<file path="src/rtl/arbitro_pkg.sv">
// Shared definitions for the round-robin comparator arbiter.
// The optional truth counter is enabled with ARBITRO_ESTADISTICA_EN.
package arbitro_pkg;

  typedef enum logic {
    StLibre  = 1'b0,
    StEspera = 1'b1
  } estado_e;

  localparam int unsigned ANCHO_DATO   = 6;
  localparam int unsigned ESPERA_MAX   = 3;
  localparam int unsigned ANCHO_CUENTA = $clog2(ESPERA_MAX + 1);
  localparam int unsigned ANCHO_ESTAD  = 8;

endpackage

</file>
<file path="src/rtl/arbitro_comparador_if.sv">
// Requester and comparator bundle of arbitro_comparador.
// The slave modport is the arbiter view; master is the requesters/comparator view.
interface arbitro_comparador_if
  import arbitro_pkg::*;
#(
  parameter int unsigned N_SOL = 4,
  parameter int unsigned W_ID  = $clog2(N_SOL)
) ();

  logic [N_SOL-1:0]            sol;
  logic [ANCHO_DATO*N_SOL-1:0] dato;
  logic [N_SOL-1:0]            ack;
  logic                        resultado;
  logic [W_ID-1:0]             concesion;
  logic                        ocupado;
  logic [ANCHO_DATO-1:0]       comp_entrada;
  logic                        comp_salida;

  modport slave (
    input  sol,
    input  dato,
    input  comp_salida,
    output ack,
    output resultado,
    output concesion,
    output ocupado,
    output comp_entrada
  );

  modport master (
    output sol,
    output dato,
    output comp_salida,
    input  ack,
    input  resultado,
    input  concesion,
    input  ocupado,
    input  comp_entrada
  );

endinterface

</file>
<file path="src/rtl/arbitro_rr.sv">
// Combinational round-robin picker: first eligible requester after ultimo_i, with wrap.
module arbitro_rr #(
  parameter int unsigned N_SOL = 4,
  parameter int unsigned W_ID  = $clog2(N_SOL)
) (
  input  logic [N_SOL-1:0] elegible_i,
  input  logic [W_ID-1:0]  ultimo_i,
  output logic [W_ID-1:0]  ganador_o,
  output logic             valido_o
);

  localparam int unsigned WC = W_ID + 1;

  logic [WC-1:0] cand;

  always_comb begin
    ganador_o = '0;
    valido_o  = 1'b0;
    cand      = '0;
    // Offsets 1..N_SOL visit every requester once, ending on ultimo_i itself.
    for (int unsigned k = 1; k <= N_SOL; k++) begin
      cand = {1'b0, ultimo_i} + WC'(k);
      if (cand >= WC'(N_SOL)) begin
        cand = cand - WC'(N_SOL);
      end
      if (!valido_o && elegible_i[cand[W_ID-1:0]]) begin
        valido_o  = 1'b1;
        ganador_o = cand[W_ID-1:0];
      end
    end
  end

endmodule

</file>
<file path="src/rtl/arbitro_comparador.sv">
// Shares one combinational comparator among N_SOL requesters, round-robin.
// Define ARBITRO_ESTADISTICA_EN to add the cuenta_verdad_o true-result counter.
module arbitro_comparador
  import arbitro_pkg::*;
#(
  parameter int unsigned N_SOL  = 4,
  parameter int unsigned ESPERA = 1,
  parameter int unsigned W_ID   = $clog2(N_SOL)
) (
  input logic                 clk_i,
  input logic                 rst_ni,
  arbitro_comparador_if.slave io
`ifdef ARBITRO_ESTADISTICA_EN
  ,
  output logic [ANCHO_ESTAD-1:0] cuenta_verdad_o
`endif
);

  estado_e                 estado_q, estado_d;
  logic [ANCHO_CUENTA-1:0] cuenta_q, cuenta_d;
  logic [W_ID-1:0]         ultimo_q, ultimo_d;
  logic [W_ID-1:0]         concesion_q, concesion_d;
  logic [N_SOL-1:0]        ack_q, ack_d;
  logic                    resultado_q, resultado_d;
  logic [ANCHO_DATO-1:0]   entrada_q, entrada_d;

  logic [N_SOL-1:0]      elegible;
  logic [W_ID-1:0]       ganador;
  logic                  hay_elegible;
  logic [ANCHO_DATO-1:0] dato_ganador;
  logic                  fin;

  // A requester whose Ack is high this cycle may still hold Sol; do not serve it twice.
  assign elegible = io.sol & ~ack_q;
  assign fin      = (estado_q == StEspera) && (cuenta_q == '0);

  arbitro_rr #(
    .N_SOL (N_SOL),
    .W_ID  (W_ID)
  ) u_rr (
    .elegible_i (elegible),
    .ultimo_i   (ultimo_q),
    .ganador_o  (ganador),
    .valido_o   (hay_elegible)
  );

  always_comb begin
    dato_ganador = '0;
    for (int unsigned i = 0; i < N_SOL; i++) begin
      if (ganador == W_ID'(i)) begin
        dato_ganador = io.dato[i*ANCHO_DATO +: ANCHO_DATO];
      end
    end
  end

  always_comb begin
    estado_d    = estado_q;
    cuenta_d    = cuenta_q;
    ultimo_d    = ultimo_q;
    concesion_d = concesion_q;
    ack_d       = '0;
    resultado_d = resultado_q;
    entrada_d   = entrada_q;

    unique case (estado_q)
      StLibre: begin
        if (hay_elegible) begin
          entrada_d   = dato_ganador;
          concesion_d = ganador;
          cuenta_d    = ANCHO_CUENTA'(ESPERA);
          estado_d    = StEspera;
        end
      end
      StEspera: begin
        if (cuenta_q != '0) begin
          cuenta_d = cuenta_q - 1'b1;
        end else begin
          resultado_d        = io.comp_salida;
          ack_d[concesion_q] = 1'b1;
          ultimo_d           = concesion_q;
          estado_d           = StLibre;
        end
      end
      default: estado_d = StLibre;
    endcase
  end

  always_ff @(posedge clk_i or negedge rst_ni) begin
    if (!rst_ni) begin
      estado_q    <= StLibre;
      cuenta_q    <= '0;
      ultimo_q    <= W_ID'(N_SOL - 1);
      concesion_q <= '0;
      ack_q       <= '0;
      resultado_q <= 1'b0;
      entrada_q   <= '0;
    end else begin
      estado_q    <= estado_d;
      cuenta_q    <= cuenta_d;
      ultimo_q    <= ultimo_d;
      concesion_q <= concesion_d;
      ack_q       <= ack_d;
      resultado_q <= resultado_d;
      entrada_q   <= entrada_d;
    end
  end

  assign io.ack          = ack_q;
  assign io.resultado    = resultado_q;
  assign io.concesion    = concesion_q;
  assign io.ocupado      = (estado_q == StEspera);
  assign io.comp_entrada = entrada_q;

`ifdef ARBITRO_ESTADISTICA_EN
  logic [ANCHO_ESTAD-1:0] cuenta_verdad_q, cuenta_verdad_d;

  // Counts on the completion edge, so the new value appears together with Ack.
  always_comb begin
    cuenta_verdad_d = cuenta_verdad_q;
    if (fin && io.comp_salida) begin
      cuenta_verdad_d = cuenta_verdad_q + 1'b1;
    end
  end

  always_ff @(posedge clk_i or negedge rst_ni) begin
    if (!rst_ni) begin
      cuenta_verdad_q <= '0;
    end else begin
      cuenta_verdad_q <= cuenta_verdad_d;
    end
  end

  assign cuenta_verdad_o = cuenta_verdad_q;
`endif

  a_ack_onehot : assert property (@(posedge clk_i) disable iff (!rst_ni) $onehot0(ack_q));
  a_ack_pulso  : assert property (@(posedge clk_i) disable iff (!rst_ni)
                                  (ack_q != '0) |=> (ack_q == '0));

endmodule

</file>
<file path="src/flat_wrapper.sv">
// flat-port wrapper written by rule: the top's interface ports become plain ports
module arbitro_comparador_flat import arbitro_pkg::*;
#(
  parameter int unsigned N_SOL  = 4,
  parameter int unsigned ESPERA = 1,
  parameter int unsigned W_ID   = $clog2(N_SOL)
)
  (clk_i, rst_ni, io_sol, io_dato, io_comp_salida, io_ack, io_resultado, io_concesion, io_ocupado, io_comp_entrada);
  arbitro_comparador_if #(.N_SOL(N_SOL), .W_ID(W_ID)) io_i ();
  input logic clk_i;
  input logic rst_ni;
  input wire logic [$bits(io_i.sol)-1:0] io_sol;
  input wire logic [$bits(io_i.dato)-1:0] io_dato;
  input wire logic [$bits(io_i.comp_salida)-1:0] io_comp_salida;
  output wire logic [$bits(io_i.ack)-1:0] io_ack;
  output wire logic [$bits(io_i.resultado)-1:0] io_resultado;
  output wire logic [$bits(io_i.concesion)-1:0] io_concesion;
  output wire logic [$bits(io_i.ocupado)-1:0] io_ocupado;
  output wire logic [$bits(io_i.comp_entrada)-1:0] io_comp_entrada;
  assign io_i.sol = io_sol;
  assign io_i.dato = io_dato;
  assign io_i.comp_salida = io_comp_salida;
  assign io_ack = io_i.ack;
  assign io_resultado = io_i.resultado;
  assign io_concesion = io_i.concesion;
  assign io_ocupado = io_i.ocupado;
  assign io_comp_entrada = io_i.comp_entrada;
  arbitro_comparador #(.N_SOL(N_SOL), .ESPERA(ESPERA), .W_ID(W_ID)) u_core (.clk_i(clk_i), .rst_ni(rst_ni), .io(io_i));
endmodule
</file>
<file path="config.mk">
export PLATFORM = sky130hd
export DESIGN_NAME = arbitro_comparador_flat
export DESIGN_NICKNAME = d
export VERILOG_FILES = /design/src/rtl/arbitro_pkg.sv /design/src/rtl/arbitro_comparador_if.sv /design/src/rtl/arbitro_rr.sv /design/src/rtl/arbitro_comparador.sv /design/src/flat_wrapper.sv
export SDC_FILE = /design/constraint.sdc
export NUM_CORES = 1
export LEC_CHECK = 0
export BUFFER_PORTS_ARGS = -buffer_cell sky130_fd_sc_hd__buf_2
export CAP_MARGIN = 20
export CORE_MARGIN = 2
export CORE_UTILIZATION = 50
export CTS_CLUSTER_SIZE = 28
export DETAILED_ROUTE_END_ITERATION = 6
export GPL_ROUTABILITY_DRIVEN = 1
export PLACE_DENSITY = 0.91
export SLEW_MARGIN = 30
export SYNTH_ARGS = -nofsm -noshare
export SYNTH_HDL_FRONTEND = slang
export SYNTH_SLANG_ARGS = --single-unit
</file>
<file path="constraint.sdc">
create_clock -name clk_i -period 4.6 [get_ports clk_i]
set_input_delay 0.46 -clock clk_i [delete_from_list [all_inputs] [get_ports clk_i]]
set_output_delay 0.46 -clock clk_i [all_outputs]
set_load 0.1 [all_outputs]
</file>
## Word level (Yosys, flattened, before mapping)

Cells that the tools add are included.

- Register bits after elaboration: 18
- Output and inout port bits: 14
- Word-level logic and storage cells: 81

- $add $sub $neg: 9
- Order comparisons: 10
- Equality and inequality tests: 5
- Muxes and demuxes: 34
- Bitwise logic cells: 4
- Reductions and logical operators: 12

Operators with widths:

| operator | count |
|---|---|
| 6-bit two-way mux | 4 |
| 2-bit two-way mux | 10 |
| 2-bit by 3-bit < comparator with 1-bit output (second input constant) | 5 |
| 3-bit >= comparator (second input constant) | 4 |
| 1-bit two-way mux | 11 |
| 2-bit by 1-bit subtractor with 2-bit output (second input constant) | 5 |
| 1-bit binary-select mux with 2-bit select | 4 |
| 4-bit two-way mux | 2 |
| 2-bit by 2-bit adder with 3-bit output (second input constant) | 2 |
| 2-bit AND reduction | 3 |
| 4-bit bitwise AND | 1 |
| 2-bit == test (second input constant) | 2 |
| 1-bit logical AND | 4 |
| 4-bit NOT | 1 |
| 2-bit one-hot mux with 2 select lines | 1 |
| 2-bit by 1-bit adder with 3-bit output (second input constant) | 1 |
| 2-bit by 3-bit adder with 3-bit output (second input constant) | 1 |
| 1-bit logical NOT | 3 |
| 1-bit demux with 2-bit select | 1 |
| 2-bit by 1-bit == test with 1-bit output (second input constant) | 1 |
| 2-bit by 1-bit >= comparator with 1-bit output (second input constant) | 1 |
| 2-bit logical NOT | 1 |
| 2-bit by 1-bit inequality test with 1-bit output (second input constant) | 1 |
| 2-bit inequality test (second input constant) | 1 |
| other kinds (3) | 4 |

## Logic depth before layout (Yosys ltp)

Gate-level depths: netlist of run 1.

- Depth in word-level cells: 20
- Gate-level depth with buffers: 7
- Mapped depth without buffers: 5

## Modules after synthesis

From an unflattened synthesis of run 1, not the netlist that was laid out.

- Cell total of the unflattened synthesis: 75
- Area, all modules: 942.2 µm²

By module, submodules not included:

| module | instances | cells each | area each (µm²) |
|---|---|---|---|
| arbitro_comparador | 1 | 61 | 850.8 |
| arbitro_rr | 1 | 14 | 91.3 |

## Worst setup path before layout of run 1

No wires, ideal clock.

- Path kind: reg2reg
- Start: register u_core.ack_q[0] (netlist: u_core.io.ack[0])
- End: register u_core.entrada_q[0] (netlist: u_core.io.comp_entrada[0])
- Library setup time: 127 ps
- Data arrival time: 2069 ps
- Data required time: 4473 ps
- Path slack: 2404 ps
- Cell stages (with the launch flop): 6
- Period minus slack after synthesis: 2196 ps
- Cell sequence: dfrtp_1 > and2b_2 > o311a_2 > o32a_2 > a211oi_1 > o31ai_1

- Longest elaborated chain between the ends: 19
- Elaborated cells on any way between the ends: 33
- Classes of those cells: 3 x eq/ne; 20 x mux; 2 x bitwise; 8 x reduce/logical

Ends and longest elaborated chain:

| what | line | RTL |
|---|---|---|
| start, declared | arbitro_comparador.sv:23 | `logic [N_SOL-1:0] ack_q, ack_d;` |
| start signal, assigned | arbitro_comparador.sv:102 | `ack_q <= ack_d;` |
| 4-bit NOT (*) | arbitro_comparador.sv:34 | `assign elegible = io.sol & ~ack_q;` |
| 4-bit bitwise AND (*) | arbitro_comparador.sv:34 |  |
| 1-bit binary-select mux with 2-bit select | arbitro_rr.sv:26 | `if (!valido_o && elegible_i[cand[W_ID-1:0]]) begin` |
| 1-bit two-way mux (not written as such) | arbitro_rr.sv:26 |  |
| 1-bit two-way mux | arbitro_rr.sv:26 |  |
| 1-bit logical NOT | arbitro_rr.sv:26 |  |
| 1-bit logical AND | arbitro_rr.sv:26 |  |
| 1-bit two-way mux | arbitro_rr.sv:26 |  |
| 1-bit logical NOT | arbitro_rr.sv:26 |  |
| 1-bit logical AND | arbitro_rr.sv:26 |  |
| 1-bit two-way mux | arbitro_rr.sv:26 |  |
| 1-bit logical NOT | arbitro_rr.sv:26 |  |
| 1-bit logical AND | arbitro_rr.sv:26 |  |
| 2-bit two-way mux | arbitro_rr.sv:26 |  |
| 2-bit logical NOT | arbitro_comparador.sv:50 | `if (ganador == W_ID'(i)) begin` |
| 6-bit two-way mux (4 in a row) | arbitro_comparador.sv:50 |  |
| end signal, assigned | arbitro_comparador.sv:104 | `entrada_q <= entrada_d;` |
| end, declared | arbitro_comparador.sv:25 | `logic [ANCHO_DATO-1:0] entrada_q, entrada_d;` |

Mark *: on every way between the ends. The rest lies on a longest branch, timed or not. The select of a mux whose other input is x is not followed.
A chain may end at the register's enable or synchronous reset.

## Final worst setup path of run 1

- Start: register u_core.ack_q[3] (netlist: u_core.io.ack[3])
- End: register u_core.cuenta_q[0]

- Longest elaborated chain between the ends: 16
- Elaborated cells on any way between the ends: 22
- Classes of those cells: 1 x eq/ne; 12 x mux; 2 x bitwise; 7 x reduce/logical

Ends and longest elaborated chain:

| what | line | RTL |
|---|---|---|
| 4-bit NOT (*) | arbitro_comparador.sv:34 |  |
| 4-bit bitwise AND (*) | arbitro_comparador.sv:34 |  |
| 1-bit binary-select mux with 2-bit select | arbitro_rr.sv:26 |  |
| 1-bit two-way mux (not written as such) | arbitro_rr.sv:26 |  |
| 1-bit two-way mux | arbitro_rr.sv:26 |  |
| 1-bit logical NOT | arbitro_rr.sv:26 |  |
| 1-bit logical AND | arbitro_rr.sv:26 |  |
| 1-bit two-way mux | arbitro_rr.sv:26 |  |
| 1-bit logical NOT | arbitro_rr.sv:26 |  |
| 1-bit logical AND | arbitro_rr.sv:26 |  |
| 1-bit two-way mux | arbitro_rr.sv:26 |  |
| 1-bit logical NOT | arbitro_rr.sv:26 |  |
| 1-bit logical AND | arbitro_rr.sv:26 |  |
| 1-bit two-way mux (*) | arbitro_rr.sv:26 |  |
| 2-bit by 1-bit inequality test with 1-bit output (no line) (*) | - |  |
| 2-bit AND reduction (no line) (*) | - |  |
| end signal, assigned | arbitro_comparador.sv:99 | `cuenta_q <= cuenta_d;` |
| end, declared | arbitro_comparador.sv:20 | `logic [ANCHO_CUENTA-1:0] cuenta_q, cuenta_d;` |

Marked as above.

==> flow_results.org, run 1 <==
** Run status
- Outcome :: complete, no violations

** Synthesis
- Commonest register cell after synthesis :: dfrtp_1
- Commonest cells in the netlist :: dfrtp_1, nand2_1, a211oi_1
- Yosys mapped a number of flops with a built-in enable equal to 0.
- Yosys top cell by area :: dfrtp_1
- Area of the mapped netlist :: 0.001035 sq mm
- The average instance in the mapped netlist occupies 10.05 sq um.
- Of the post-synthesis cell area, the dominant cell type holds 0.3869.
- Leading post-synthesis cells by cell area :: dfrtp_1, a211oi_1, and3_1, dfstp_2, nand2_1
- Counting flops and latches in the post-synthesis netlist gives 18.
- The number of nets in the synthesized netlist is 135.
- For this run, the register share of the synthesized area comes to 0.4377.
- Warnings, synthesis :: 0
- Post-synthesis cell count :: 103
- Proportion of register bits with asynchronous set or reset after synthesis :: 1.000
- Cell variety after synth :: 32
- Among all cell types in the netlist, the one instantiated most often is dfrtp_1.

** Placement
- Input and output buffers added on the ports amount to 44.
- After detailed placement, the total cell area comes to 0.001251 sq mm.
- Post-detailed-placement half-perimeter wirelength :: 1.984 mm
- At the end of routability-driven placement, the weighted congestion stood at 0.8135.

** Routing
- The detail route stage leaves a number of antenna-violating nets equal to 0.
- Across all layers, the routed design uses 977 vias.
- After detailed routing, the number of remaining DRC violations is 0.
- Initial detailed-routing violation count :: 19
- WL/cell :: 14.60 um
- First drt pass iteration count :: 4
- Post-Route WL :: 2.525 mm
- Using the TritonRoute via totals, the vias-per-cell ratio works out to 5.647.

** Setup path
- CP required :: 4790 ps
- Sort of element at the start of the critical path :: register
- Along the worst path, the maximum fanout reaches 18.
- The critical path in this run is classified as register to register.
- The worst setup path is captured at a register.
- Crit path arrival time :: 2090 ps

** STA
- Peak Freq :: 0.5265 GHz
- Tmin final :: 1899 ps
- Unrepaired setup endpoints after global routing :: no
- Slew HR :: 0.6456
- Count of final max-slew check failures :: 0
- For the final database, setup skew stands at 5.280 ps.
- Setup total negative slack :: 0 ps
- Of the available clock period, the critical path in the final layout requires 0.4129.
- The total count of hold-check failures in the final report was 0.
- Setup Viol. Count Final :: 0
- At the pin with the least slew margin, the transition time is 531.6 ps.

** Clocking
- Once the clock tree was built, the resizer swapped 0 gates to a different size.
- Clock latency on the worst-skew pair, taken at its later pin, is 300 ps.
- Count of buffers added by post-CTS timing repair for setup :: 0
- Clk root buf :: clkbuf_4
- Hold repair after CTS inserted 0 buffers.
- Clock-pin slew on the worst setup and hold paths :: 100 ps
- The longest clock path from root to sink contains 2 buffers.
- CTS saw 18 sinks.
- Number of buffers added by the clock tree synthesis step :: 3
- Depth of the CTS H-tree :: 1
- CTS tree :: built

** Floorplanning
- Placeable core region :: 0.001962 sq mm
- Cell Rows :: 16
- Total Die Area :: 0.002449 sq mm
- I/O pin total :: 45
- The initial utilization of the core area, before any placement, comes to 0.5274.
- Vertical die dimension :: 49.49 um
- The floorplan step set the die width to 49.49 um.

** Global routing
- Overall routing resource usage :: 0.2142
- GRT Residual Overflow :: 0
- The via count of the first global-routing pass is 898.
- Initial antenna violation count :: 0
- Wire length of the first global-routing pass :: 3.919 mm
- Maximum number of pins on one net before global-route repair :: 19

** Min path
- Worst min-delay path category :: input pin to async pin

** Job
- Max capacitance violation total :: 0

** Layout
- Number of nets in the finished design :: 179
- Summing all multi-input logic gate instances after layout gives 525.5 sq um.
- Synth-to-layout area growth :: 24.43%
- 0 antenna diodes ended up in the layout.
- Storage element area :: 452.9 sq um
- Final design area excluding fillers :: 0.001287 sq mm
- Fill cells in the final layout number 175.
- Of the cells placed in the final design, the portion with a size suffix greater than 1 is 0.4452.
## cells in the final DEF (no fill, tap or decap), types with 2 or more instances in the layout
| master | instances |
|---|---|
| nand3_1 | 3 |
| clkbuf_4 | 3 |
| nor2_1 | 7 |
| dfstp_2 | 2 |
| nand2b_1 | 2 |
| nand2_1 | 13 |
| a211oi_1 | 12 |
| mux2_2 | 2 |
| dfrtp_1 | 16 |
| and3_2 | 2 |
| inv_1 | 5 |
| buf_2 | 44 |
| o31ai_1 | 6 |
| and3_1 | 10 |
## through the flow
step / std cells / util / hold WS, ps / setup WS, ps
after global placement: 169 / 0.6378 / 395.5 / 2700
after detailed placement: 169 / 0.6378 / 408.7 / 2579
after global routing: 173 / 0.6563 / 81.29 / 2601
final: 173 / 0.6563 / 63.26 / 2701
after floorplan: 103 / - / 164.4 / 2404
after CTS: 173 / 0.6563 / 78.15 / 2729
## sequential cells by signal (all words and copies together), names as in the netlist
signal                  flops
u_core.ultimo_q             2
u_core.io.ocupado           1
u_core.io.comp_entrada      6
u_core.io.resultado         1
u_core.io.ack               4
u_core.io.concesion         2
u_core.cuenta_q             2
## area by class of cell
cell class              instances  area share
repair buffers                 44      0.1710
well taps                      27     0.02624
flip-flops and latches         18      0.3518
clock buffers                   4     0.02818
inverters                       5     0.01458
multi-input cells              75      0.4082
## path summary, 6_finish.rpt
kind                                           start                        end  slack (ps)  cells past startpoint
setup / recovery                    u_core.io.ack[3]         u_core.cuenta_q[0]        2700                      5
hold / removal                                rst_ni  u_core.io.comp_entrada[0]          60                      1
setup reg to reg                    u_core.io.ack[3]         u_core.cuenta_q[0]        2700                      5
hold reg to reg            u_core.io.comp_entrada[2]  u_core.io.comp_entrada[2]         500                      2
max in group asynchronous                     rst_ni         u_core.ultimo_q[0]        4220                      1
min in group clk_i                    io_comp_salida        u_core.io.resultado         400                      2
## worst max-delay path, stage by stage, from the launching register on
cell and delay (ps):
dfrtp_1 400, and2b_1 240, nor2_1 230, a21o_1 490, nand2_1 130, mux2_2 290
## metal layers
metal | global-route usage | up-vias | wire (um)
met5 | 0 | - | 0
met4 | 0.1296 | 0 | 64
met3 | 0.02424 | 7 | 100
met2 | 0.3874 | 28 | 1402
met1 | 0.2401 | 470 | 957
li1 | - | 472 | -
## cells by family after synthesis
kind of cell / Yosys count / synth area share
buf+inv: 10 / 0.05441
fa+ha+maj: 1 / 0.01209
compound gates: 28 / 0.2394
mux: 2 / 0.02176
simple gates: 44 / 0.2346
flops: 18 / 0.4377
Power of run 1 is left out: the tool's default activity adds up to more than one toggle a clock period on the data nets, which glitch-free logic cannot reach.
==> run 2, diff against run 1 <==
- CORE_UTILIZATION: 50 -> 42
- PLACE_DENSITY: 0.91 -> 0.82
- clock period: 4.6 -> 1.61 ns (I/O delays scaled with it)
==> run 2 against run 1 <==
The run now ends with negative setup slack left. Sequential share of layout area is 3.5 points lower. Flip-flop and latch count unchanged. Die area is 17% higher. Routed wire length up 9.8%. Clock skew hardly changed.
==> flow_results.org, run 2 (synthesized netlist as in run 1, its figures left out) <==
** Floorplanning
- Measured along the y axis, the die boundary spans 53.64 um.
- The die covers 0.002877 sq mm.
- I/O pin total :: 45
- Cell Rows :: 17
- The core region is 0.002276 sq mm.
- The initial utilization of the core area, before any placement, comes to 0.4546.
- Die X :: 53.64 um

** Clocking
- The later pin in the worst-skew pair is clocked with a latency of 290 ps.
- TritonCTS built the clock tree.
- Depth of the CTS H-tree :: 1
- Clk root buf :: clkbuf_4
- Number of buffers added by the clock tree synthesis step :: 3
- No sink is reached through more buffers than the 2 on the longest clock path.
- Clock sink count :: 18
- After clock tree synthesis, the clock-pin slew on the worst setup and hold paths is 100 ps.

** Setup path
- In this run the worst path has a maximum fanout of 14.
- The worst setup path is captured at a register.
- Critical Setup Path Class :: register to register
- Internal reg-to-reg setup slack :: -130 ps
- STA puts the critical path data arrival time at 1920 ps.
- Slowest cell on the critical path :: dfrtp_4
- Max incr delay on CP :: 490 ps
- CP required :: 1790 ps
- Counting both buffers and inverters, the worst setup path holds a total of 0.
- The signal on the critical path passes through or3b_4 -> o211ai_4 -> nand2_4 -> a211oi_1 -> o31ai_1.
- The worst setup path is launched from a register.
- Family with the most delay on the worst path :: compound AO/OA/AOI/OAI gates

** Layout
- Final design area excluding fillers :: 0.001473 sq mm
- Flip-flop count of the largest register, all copies and words added :: 6
- The net count of the finished layout is 189.
- Proportion of layout cells with a drive suffix above 1 :: 0.5705
- In the layout the commonest cells are buf_2, nand2_1, dfrtp_1.
- Synth-to-layout area growth :: 42.32%
- Fillcell total :: 167
- The number of antenna diodes in the final layout is 0.
- Leaving out fill and tap cells, the most frequent cell in the layout is buf_2.

** Placement
- The placed instances occupy a cell area of 0.001370 sq mm.
- Buffers added on ports :: 44
- Routability-driven placement finished with a final weighted congestion of 0.8129.
- The HPWL after detailed placement is 2.145 mm.
- Worst slack after detailed placement :: -153.5 ps

** STA
- Final worst clock skew :: 5.124 ps
- Final worst path period share :: 1.081
- The smallest clock period supported by the final layout is computed as 1740 ps.
- The worst pin sits at a relative slew slack of 0.6733.
- Min setup slack post-route :: -129.7 ps
- The final max-slew violation count is 0.
- Setup repair after global routing could not meet its margin everywhere.
- For the pin with the worst max-slew slack, the measured transition is 493.5 ps.
- Setup Viol. Count Final :: 7
- Peak Freq :: 0.5748 GHz
- Final-report hold violation count :: 0

** Routing
- Initial detailed-routing violation count :: 17
- Wires add up to 2.772 mm.
- For this run, design rule violations remaining after detail routing come to 0.
- Antenna Violating Nets Remaining :: 0
- The first detailed-routing pass took 4 iterations.
- After detailed routing, the average wire length per cell comes to 15.07 um.
- Vias after detailed routing :: 1016
- Vias per Instance :: 5.522

** Global routing
- Entering global routing, the biggest net connects 19 pins.
- The first global-routing pass estimated 4.119 mm of wire.
- Global routing finished with a remaining overflow of 0.
- Initial antenna violation count :: 0
- In the global route stage, overall resource usage came out at 0.2029.
- The via count of the first global-routing pass came to 948.

** Run status
- The flow ran to the end, but the final reports show violations.
- The checks that failed: negative setup slack.

** Job
- Max capacitance violation total :: 0

** Min path
- Worst min-delay path category :: input pin to register
## run 2: what timing repair did
action                     4_1_cts  5_1_grt
hold buffers                     1        0
hold endpoints to repair        16        0
setup buffers                    1        0
setup endpoints to repair        7        9
resized for setup                4        5
cloned                           1        0
pin swaps                        2        0
## run 2: final cells by class
class,instances,area [sq um],area share
Multi-Input combinational cell,76,618.1,0.4197
Tap cell,28,35.03,0.02379
Sequential cell,18,466.7,0.3169
Timing Repair Buffer,53,297.8,0.2022
Inverter,5,18.77,0.01274
Clock buffer,4,36.28,0.02464
## run 2: path summary, 6_finish.rpt
kind	cells after the start	startpoint	end
max	5	u_core.io.ack[3]	u_core.io.comp_entrada[2]
min	2	io_comp_salida	u_core.io.resultado
max reg2reg	5	u_core.io.ack[3]	u_core.io.comp_entrada[2]
min reg2reg	2	u_core.io.comp_entrada[1]	u_core.io.comp_entrada[1]
max in group asynchronous	2	rst_ni	u_core.ultimo_q[0]
min in group asynchronous	2	rst_ni	u_core.io.comp_entrada[2]
## run 2: stage by stage
step,setup TNS (ps),instances,utilization,hold slack [ps]
after global routing,-1293,184,0.6471,88.11
after floorplan,-1951,103,-,-134.6
after detailed placement,-758.5,177,0.6020,107.5
after CTS,-651.7,184,0.6372,94.54
after global placement,-393.7,177,0.6020,104.2
final,-757.0,184,0.6471,99.49
## run 2: per-layer routing
layer,wire length (um),part of all wire,up-vias,GRT usage
li1,-,-,485,-
met5,0,0,-,0
met4,33,0.012,0,0.05128
met1,1183,0.43,500,0.2646
met3,99,0.036,4,0.05000
met2,1455,0.52,27,0.3374
Power of run 2 is left out for the same reason.
==> run 3, diff against run 2 <==
- GPL_TIMING_DRIVEN: default -> 0
==> run 3 against run 2 <==
The run still ends with negative setup slack left. Final cell count down 0.54%. Largest cell class unchanged. Flip-flop and latch count unchanged. Critical endpoint is now u_core.io.comp_entrada[0]. Clock-buffer cell count unchanged. Routed wire length rose by 2.1%. Worst setup slack worse by 9.6 ps. Highest routed layer is now met3. Final area grew 4.1%.
==> flow_results.org, run 3 (synthesized netlist as in run 1, its figures left out) <==
** Setup path
- For the worst flop-to-flop path, the logic depth is 6.
- For the worst setup path, the data arrival time is 1960 ps.
- Start point of the critical path :: u_core.io.ack[3]
- Maximum fanout along the worst path :: 5
- The endpoint identified for the worst register-to-register timing path is u_core.io.comp_entrada[0].
- CP required :: 1820 ps
- For flop-to-flop paths, the worst setup slack is -140 ps.
- Sort of element at the start of the critical path :: register
- R2R Path Start :: u_core.io.ack[3]
- Setup crit end :: u_core.io.comp_entrada[0]
- Critical Setup Path Class :: register to register
- The worst setup path is captured at a register.

** Layout
- Flip-flop count of the largest register, all copies and words added :: 6
- Leading cell types in the layout, fill and taps excluded :: buf_2, nand2_1, a211oi_2, dfrtp_1, and3_1
- Total inserted antenna cells :: 0
- Of the cells placed in the final design, the portion with a size suffix greater than 1 is 0.6129.
- Synth-to-layout area growth :: 48.13%
- Number of nets in the finished design :: 188
- Most common cell after layout, fill and taps aside :: buf_2
- Count of placed standard cells in the final layout, fillers left out :: 183

** Run status
- The flow ran to the end, but the final reports show violations.
- Failing checks :: negative setup slack

** Routing
- The count of nets left with antenna violations once routing finished came out at 0.
- In the routed layout, each cell is associated on average with a via count of 5.585.
- Dividing the detail-routed wire length by the instance count gives 15.46 um.
- After the first detailed-routing iteration, the DRC count stood at 23.
- DRC Markers :: 0
- Post-Route WL :: 2.829 mm
- Vias after detailed routing :: 1022
- First drt pass iteration count :: 4

** Floorplanning
- Placeable core region :: 0.002276 sq mm
- From left edge to right edge, the die measures 53.64 um.
- Total Die Area :: 0.002877 sq mm
- The initial utilization of the core area, before any placement, comes to 0.4546.
- In this run the core area contains 17 standard-cell rows.
- From bottom edge to top edge, the die measures 53.64 um.
- In this run the count of I/O pins placed on the die edge is 45.

** STA
- In this run the tightest slew margin relative to its limit is 0.6776.
- At the pin with the least slew margin, the transition time is 486.9 ps.
- The total count of hold-check failures in the final report is 0.
- The worst path in the final design needs a cycle of 1749 ps, including I/O delays and setup.
- Unrepaired setup endpoints after global routing :: yes
- In the finished design, the share of the clock period the worst path needs comes to 1.087.
- Timing would allow up to 0.5717 GHz.
- The final max-slew violation count was 0.
- Min setup slack post-route :: -139.3 ps
- Between clock sinks in the finished design, the worst skew comes to 1.140 ps.
- Setup Viol. Count Final :: 7

** Global routing
- For this run the aggregate overflow at the end of global routing stands at 0.
- Via count of the first global-routing pass :: 932
- Initial antenna violation count :: 0
- Wire length of the first global-routing pass :: 4.278 mm
- Overall routing resource usage :: 0.2058
- Maximum number of pins on one net before global-route repair :: 19

** Job
- Max-cap violations in this run came to 0.

** Min path
- The tightest min-delay check is of the input pin to register type.

** Clocking
- CTS tree :: built
- Clock tree synthesis inserted a total of 3 buffers.
- Clock-pin slew was measured on the worst setup and hold paths at 100 ps.
- Clock tree synthesis selected as its root buffer the cell clkbuf_4.
- The clock passes through at most 2 buffers.
- Depth of the CTS H-tree :: 1
- Insertion delay to the later sink of the worst-skew pair :: 300 ps
- Clock sink count :: 18

** Placement
- Post-detailed-placement half-perimeter wirelength :: 1.981 mm
- Placed cell count :: 175
- Placer congestion estimate :: 0.7775
- Buffers placed on the I/O ports in this run total 44.
==> run 3: cell type report <==
cell class / instances / area [sq um]
well taps: 28 / 35.03
clock buffers: 4 / 36.28
inverters: 5 / 18.77
plain buffers: 4 / 41.29
flip-flops and latches: 18 / 466.7
repair buffers: 48 / 265.3
fillers: 163 / 743.2
multi-input cells: 76 / 669.4
==> run 3: how the worst min path moves through the flow <==
stage | from | endpoint | slack, ps | cells past startpoint
floorplan | rst_ni | u_core.cuenta_q[0] | -130 | 0
global placement | rst_ni | u_core.io.comp_entrada[0] | 100 | 1
detailed placement | rst_ni | u_core.io.comp_entrada[0] | 120 | 1
CTS | io_comp_salida | u_core.io.resultado | 80 | 2
global route | io_comp_salida | u_core.io.resultado | 90 | 2
finish | io_comp_salida | u_core.io.resultado | 90 | 2
==> run 3: stage by stage <==
| stage | util | hold slack [ps] | setup WS, ps | area, sq um | setup TNS, ps |
|---|---|---|---|---|---|
| floorplan | - | -134.6 | -212.4 | 1100 | -1951 |
| global placement | 0.5954 | 104.0 | -141.2 | 1355 | -859.7 |
| detailed placement | 0.5954 | 116.8 | -221.3 | 1355 | -1384 |
| global route | 0.6734 | 86.83 | -206.0 | 1533 | -1414 |
| CTS | 0.6630 | 83.53 | -138.0 | 1509 | -759.0 |
| finish | 0.6734 | 90.27 | -139.3 | 1533 | -823.9 |
==> run 3: timing repair <==
item / 4_1_cts / 5_1_grt
setup buffers: 2 / 0
cloned: 1 / 1
endpoints found under the hold margin: 16 / 0
hold buffers: 1 / 0
setup endpoints to repair: 10 / 10
pin swaps: 1 / 5
gates resized for setup: 15 / 6
==> run 3: routing by layer <==
layer | GRT usage | share of wire | routed length [um]
met5 | 0 | 0 | 0
met1 | 0.2664 | 0.43 | 1206
met4 | 0.01282 | 0 | 0
met3 | 0.05833 | 0.049 | 139
met2 | 0.3580 | 0.52 | 1483
==> run 3: critical path: stages (launching register included) <==
cell and delay (ps):
dfrtp_4 490, or3b_4 400, o211ai_4 140, buf_4 190
and3_1 170, a211oi_2 50, o31ai_1 210
Power of run 3 is left out for the same reason.
